--- src/rtl/uart_pkg.sv ---
// Shared definitions for the UART receiver: state encoding, frame width, parity types.
package uart_pkg;

   localparam int DATA_WIDTH_DEF = 8;
   localparam int PRESCALE_W     = 6;

   localparam logic EVEN = 1'b0;
   localparam logic ODD  = 1'b1;

   typedef enum logic [2:0] {
      IDLE   = 3'd0,
      START  = 3'd1,
      DATA   = 3'd2,
      PARITY = 3'd3,
      STOP   = 3'd4
   } rx_state_e;

endpackage

--- src/rtl/data_sampling.sv ---
// Three-point majority sampler around the middle of each bit period.
module data_sampling
   import uart_pkg::*;
(
   input  logic                  clk,
   input  logic                  rst,
   input  logic                  RX_IN,
   input  logic [PRESCALE_W-1:0] edge_cnt,
   input  logic [PRESCALE_W-1:0] prescale,
   output logic                  sampled_bit
);

   logic [PRESCALE_W-1:0] mid;
   logic [2:0]            samples;

   assign mid = prescale >> 1;

   // Capture the line one tick before, at, and one tick after mid-bit.
   always_ff @(posedge clk) begin
      if (rst) begin
         samples <= 3'b111;
      end else begin
         if (edge_cnt == mid - 6'd1) samples[0] <= RX_IN;
         if (edge_cnt == mid)        samples[1] <= RX_IN;
         if (edge_cnt == mid + 6'd1) samples[2] <= RX_IN;
      end
   end

   assign sampled_bit = (samples[0] & samples[1]) |
                        (samples[0] & samples[2]) |
                        (samples[1] & samples[2]);

endmodule

--- src/rtl/uart_rx.sv ---
// UART receiver: oversampled start detection, LSB-first deserialiser, parity/stop checks.
//
// state  | meaning
// IDLE   | line idle, waiting for RX_IN low; frame settings latched on exit
// START  | start bit; majority 1 at bit end is a glitch, back to IDLE
// DATA   | DATA_WIDTH data bits, LSB first
// PARITY | optional parity bit, compared against the received data
// STOP   | stop bit; result pulses issued as the bit ends
module uart_rx
   import uart_pkg::*;
#(
   parameter int DATA_WIDTH = DATA_WIDTH_DEF
)
(
   input  logic                  clk,
   input  logic                  rst,
   input  logic                  RX_IN,
   input  logic [PRESCALE_W-1:0] prescale,
   input  logic                  PAR_EN,
   input  logic                  PAR_TYP,
   output logic [DATA_WIDTH-1:0] P_DATA,
   output logic                  Data_Valid,
   output logic                  Par_Error,
   output logic                  Stop_Error
);

   rx_state_e             state, next_state;
   logic [PRESCALE_W-1:0] edge_cnt;
   logic [PRESCALE_W-1:0] prescale_r;
   logic [2:0]            bit_cnt;
   logic                  par_en_r, par_typ_r, par_err_r;
   logic [DATA_WIDTH-1:0] shift_r;
   logic                  sampled_bit;
   logic                  bit_end, capture, frame_done;

   data_sampling u_sampler (
      .clk         (clk),
      .rst         (rst),
      .RX_IN       (RX_IN),
      .edge_cnt    (edge_cnt),
      .prescale    (prescale_r),
      .sampled_bit (sampled_bit)
   );

   assign bit_end = (edge_cnt == prescale_r - 6'd1);

   // Next-state decode. A start bit already present when STOP ends is taken
   // straight into START so back-to-back frames lose no tick.
   always_comb begin
      next_state = state;
      capture    = 1'b0;
      frame_done = 1'b0;
      case (state)
         IDLE: begin
            if (!RX_IN) begin
               next_state = START;
               capture    = 1'b1;
            end
         end
         START: begin
            if (bit_end) next_state = sampled_bit ? IDLE : DATA;
         end
         DATA: begin
            if (bit_end && bit_cnt == 3'(DATA_WIDTH - 1))
               next_state = par_en_r ? PARITY : STOP;
         end
         PARITY: begin
            if (bit_end) next_state = STOP;
         end
         STOP: begin
            if (bit_end) begin
               frame_done = 1'b1;
               if (!RX_IN) begin
                  next_state = START;
                  capture    = 1'b1;
               end else begin
                  next_state = IDLE;
               end
            end
         end
         default: next_state = IDLE;
      endcase
   end

   // State register.
   always_ff @(posedge clk) begin
      if (rst) state <= IDLE;
      else     state <= next_state;
   end

   // Tick and bit counters plus per-frame settings latched at start detection.
   always_ff @(posedge clk) begin
      if (rst) begin
         edge_cnt   <= '0;
         bit_cnt    <= '0;
         prescale_r <= 6'd8;
         par_en_r   <= 1'b0;
         par_typ_r  <= EVEN;
      end else if (capture) begin
         edge_cnt   <= '0;
         bit_cnt    <= '0;
         prescale_r <= prescale;
         par_en_r   <= PAR_EN;
         par_typ_r  <= PAR_TYP;
      end else if (state != IDLE) begin
         edge_cnt <= bit_end ? '0 : edge_cnt + 6'd1;
         if (state == DATA && bit_end) bit_cnt <= bit_cnt + 3'd1;
      end
   end

   // Deserialiser, parity check and result pulses.
   always_ff @(posedge clk) begin
      if (rst) begin
         shift_r    <= '0;
         par_err_r  <= 1'b0;
         P_DATA     <= '0;
         Data_Valid <= 1'b0;
         Par_Error  <= 1'b0;
         Stop_Error <= 1'b0;
      end else begin
         Data_Valid <= 1'b0;
         Par_Error  <= 1'b0;
         Stop_Error <= 1'b0;
         if (capture) par_err_r <= 1'b0;
         if (state == DATA && bit_end) shift_r[bit_cnt] <= sampled_bit;
         if (state == PARITY && bit_end)
            par_err_r <= sampled_bit != ((^shift_r) ^ par_typ_r);
         if (frame_done) begin
            Par_Error  <= par_err_r;
            Stop_Error <= ~sampled_bit;
            if (sampled_bit && !par_err_r) begin
               P_DATA     <= shift_r;
               Data_Valid <= 1'b1;
            end
         end
      end
   end

endmodule

--- config.mk ---
export PLATFORM = sky130hd
export DESIGN_NAME = uart_rx
export DESIGN_NICKNAME = d
export VERILOG_FILES = /design/src/rtl/uart_pkg.sv /design/src/rtl/data_sampling.sv /design/src/rtl/uart_rx.sv
export SDC_FILE = /design/constraint.sdc
export NUM_CORES = 1
export LEC_CHECK = 0
export ABC_AREA = 1
export CORE_MARGIN = 5
export CORE_UTILIZATION = 52
export CTS_BUF_LIST = sky130_fd_sc_hd__clkbuf_16
export DETAILED_ROUTE_END_ITERATION = 8
export PLACE_DENSITY = 0.74
export SETUP_SLACK_MARGIN = 0.3
export SYNTH_ARGS = -nofsm -noshare
export SYNTH_HDL_FRONTEND = slang
export SYNTH_SLANG_ARGS = --single-unit
--- constraint.sdc ---
create_clock -name clk -period 2.35 [get_ports clk]
set_input_delay 0.5875 -clock clk [delete_from_list [all_inputs] [get_ports clk]]
set_output_delay 0.5875 -clock clk [all_outputs]
set_load 0.01 [all_outputs]
==> impl_metrics.env <==
export IMPL_status="finished, final reports clean"
export IMPL_slew_headroom_pct=66.19
export IMPL_pwr_share_clk_pct=31.0
export IMPL_drt_iter0_drc=111
export IMPL_ir_worst_vdd_v=0.0004139
export IMPL_cp_arrival_ns=2.18
export IMPL_r2r_cells=12
export IMPL_crit_type="register to register"
export IMPL_endpoint_kind="register"
export IMPL_drive_gt1_share_pct=13.68
export IMPL_timing_final_crit_share_pct=85.82
export IMPL_min_to="Data_Valid"
export IMPL_timing_rr_end="shift_r[3]"
export IMPL_clk_pin_slew_worst_paths_ns=0.06
export IMPL_cts_tree="done"
export IMPL_die_y_um=78.97
export IMPL_placedInstanceArea_um2=2720
export IMPL_fin_tns_setup_ns=0
export IMPL_max_cap_violations=0
export IMPL_grt_pass1_vias=2245
export IMPL_ys_seq_elements=43
export IMPL_ant_nets=0
export IMPL_grt_max_degree=17
export IMPL_grt_pass1_wl_um=10040
export IMPL_cts_htree_levels=2
export IMPL_cp_slowest_cell="dfxtp_4"
export IMPL_routed_top_layer="met4"
export IMPL_syn_area_um2=2474
export IMPL_power_share_switching_pct=36.33
export IMPL_initial_utilization_pct=53.07
export IMPL_vias_per_cell=5.259
export IMPL_finalHoldViolations=0
export IMPL_drt_total_wl_um=6027
export IMPL_slew_viol_final=0
export IMPL_clock_sinks=43
export IMPL_gp_congestion=0.9013
export IMPL_clock_path_buffers=2
export IMPL_yosys_warnings=0
export IMPL_synthToLayoutAreaGrowth_pct=25.70
export IMPL_holdWs_ns=0.4867
export IMPL_num_rows=25
export IMPL_fmaxAchievable_ghz=0.4958
export IMPL_met1Wirelength_um=2590
export IMPL_seq_power_share_pct=33.4
export IMPL_design_core_area_um2=4661
export IMPL_synth_cells=370
export IMPL_diodes=0
export IMPL_combPwrFrac_pct=35.6
export IMPL_hold_path_cell_count=1
export IMPL_finalClockSkew_ns=0.004440
export IMPL_r2r_start="prescale_r[1]"
export IMPL_avgSynthCellArea_um2=6.685
export IMPL_tightest_slew_ns=0.5053
export IMPL_power_density_nw_per_um2=917.9
export IMPL_wl_per_cell_um=13.22
export IMPL_drt_pass1_iter_count=4
export IMPL_dieArea_um2=6236
export IMPL_finalPower_mw=2.854
export IMPL_setup_viol=0
export IMPL_synthDistinctLibCells=29
export IMPL_hp_class="register to register"
export IMPL_antenna_found_initial=0
export IMPL_grt_overflow=0
export IMPL_synth_nets=388
export IMPL_rsz0062_at_grt="yes"
export IMPL_die_x_um=78.97
export IMPL_route_met3_wl_um=231
export IMPL_power_leakage_nw=1.311
export IMPL_portBuffers=21
export IMPL_cts_root_buf="clkbuf_16"
export IMPL_cp_max_fo=8
export IMPL_max_stage_delay_ns=0.36
export IMPL_path_cells="inv_4 > ha_2 > inv_1 > nor3_4 > nand2_2 > xor2_4 > nand2_4 > nor2_4 > buf_4 > nand2_1 > nand2_1 > a21oi_1"
export IMPL_stdcell_area_um2=3109
export IMPL_hp_start="par_err_r"
export IMPL_layout_common_cells="88 x nand2_1, 52 x nor2_1, 41 x inv_1"
export IMPL_drcViolationCount=0
export IMPL_cts_buffers=5
export IMPL_clk_latency_ns=0.28
export IMPL_ys_seq_area_share_pct=34.80
export IMPL_power_switching_mw=1.037
export IMPL_rrSetupSlack_ns=0.33
export IMPL_fin_crit_ns=2.017
export IMPL_setup_worst_path_start_class="register"
export IMPL_wl_met2_um=3073
export IMPL_crit_path_frequent_cell="nand2_1"
export IMPL_crit_required_ns=2.52
export IMPL_power_internal_mw=1.817
export IMPL_nNetsFinal=419
export IMPL_layout_commonest_cell="nand2_1"
export IMPL_dp_hpwl_um=4083
export IMPL_vias=2398
export IMPL_io_pins=22
export IMPL_grt_usage_pct=20.23
==> metal layers <==
| layer | GRT usage [%] | vias up |
|---|---|---|
| met3 | 4.762 | 11 |
| met4 | 7.388 | 0 |
| met5 | 0 | - |
| met1 | 24.01 | 1108 |
| met2 | 35.35 | 51 |
| li1 | - | 1228 |
==> critical path, delay by kind of cell, from the launching register on <==
kind / cells / cell delay, ns
fa+ha+maj: 1 / 0.19
buf+inv: 3 / 0.33
flops: 1 / 0.36
simple gates: 6 / 0.75
xor+xnor: 1 / 0.20
compound gates: 1 / 0.06
==> cells by family after synthesis <==
group	share of synthesized area (%)
AOI/OAI and AO/OA	9.712
xor gates and xnor gates	9.155
adders and majority gates	3.541
buffers and inverters	9.914
DFF	34.80
and+or+nand+nor	32.88
==> synth_stat cells <==
cell      number  share of area, %
nand4_4        1              0.86
xor2_1        17               6.0
nand3_1       22               4.5
ha_1           7               3.5
nor3_1        11               2.2
nor4_1         1              0.25
nand2_4        1              0.46
a21oi_1       29               5.9
buf_6          1              0.46
nand2_1       91                14
buf_2          4              0.81
o21a_1         1              0.30
xor2_2         1              0.66
nor2_4         1              0.46
a211oi_1       1              0.30
inv_1         44               6.7
buf_4          3              0.91
nor2_1        54               8.2
o21ai_1        3              0.61
clkbuf_1       2              0.30
nand4_1        4               1.0
o21ai_0       10               2.0
xnor2_1        7               2.5
inv_2          5              0.76
nor3_2         1              0.40
nand2_2        2              0.51
dfxtp_1       43                35
nor2_2         1              0.25
o211ai_1       2              0.61
==> repair_timing <==
action | in CTS | in global routing
pin swaps | 0 | 14
hold buffers | 0 | 0
endpoints found under the setup margin | 36 | 39
resized for setup | 6 | 32
buffers inserted | 0 | 4
cloned | 2 | 3
==> flip-flops by register name, summed over array words and instances (netlist names), 3 cells and up <==
signal and flops:
edge_cnt 6, P_DATA 8, state 3, u_sampler.samples 3
prescale_r 6, bit_cnt 3, shift_r 8
==> layout make-up <==
type,instances,area [um^2]
Tap cell,54,67.56
Sequential cell,43,867.1
Multi-Input combinational cell,270,1493
Clock inverter,3,63.81
Clock buffer,5,125.1
Inverter,49,188.9
Timing Repair Buffer,32,304.0
Fill cell,386,1551
==> power groups by stage <==
stage,registers [mW],logic (mW),clock network [mW]
2_1_floorplan,0.906,0.717,0
3_3_place_gp,0.950,0.845,0
3_5_place_dp,0.950,0.859,0
4_1_cts,0.938,0.891,0.902
5_1_grt,0.971,1.15,0.938
6_report,0.954,1.02,0.884
==> how the worst max path moves through the flow <==
stage | start | endpoint | slack, ns | depth (start not counted)
5_1_grt | prescale_r[1] | shift_r[4] | 0.23 | 11
4_1_cts | prescale_r[1] | par_typ_r | 0.30 | 13
3_3_place_gp | prescale_r[1] | edge_cnt[5] | 0.29 | 11
6_report | prescale_r[1] | shift_r[3] | 0.33 | 12
2_1_floorplan | prescale_r[1] | prescale_r[2] | 0.47 | 12
3_5_place_dp | prescale_r[1] | edge_cnt[5] | 0.24 | 11
==> stage by stage <==
step           setup slack (ns)  instances  util [%]
2_1_floorplan            0.4712        370         -
3_3_place_gp             0.2915        439     58.36
3_5_place_dp             0.2418        439     58.36
4_1_cts                  0.3040        449     63.30
5_1_grt                  0.2283        456     66.71
6_report                 0.3332        456     66.71
No activity file was read; power rests on OpenSTA's default activity.
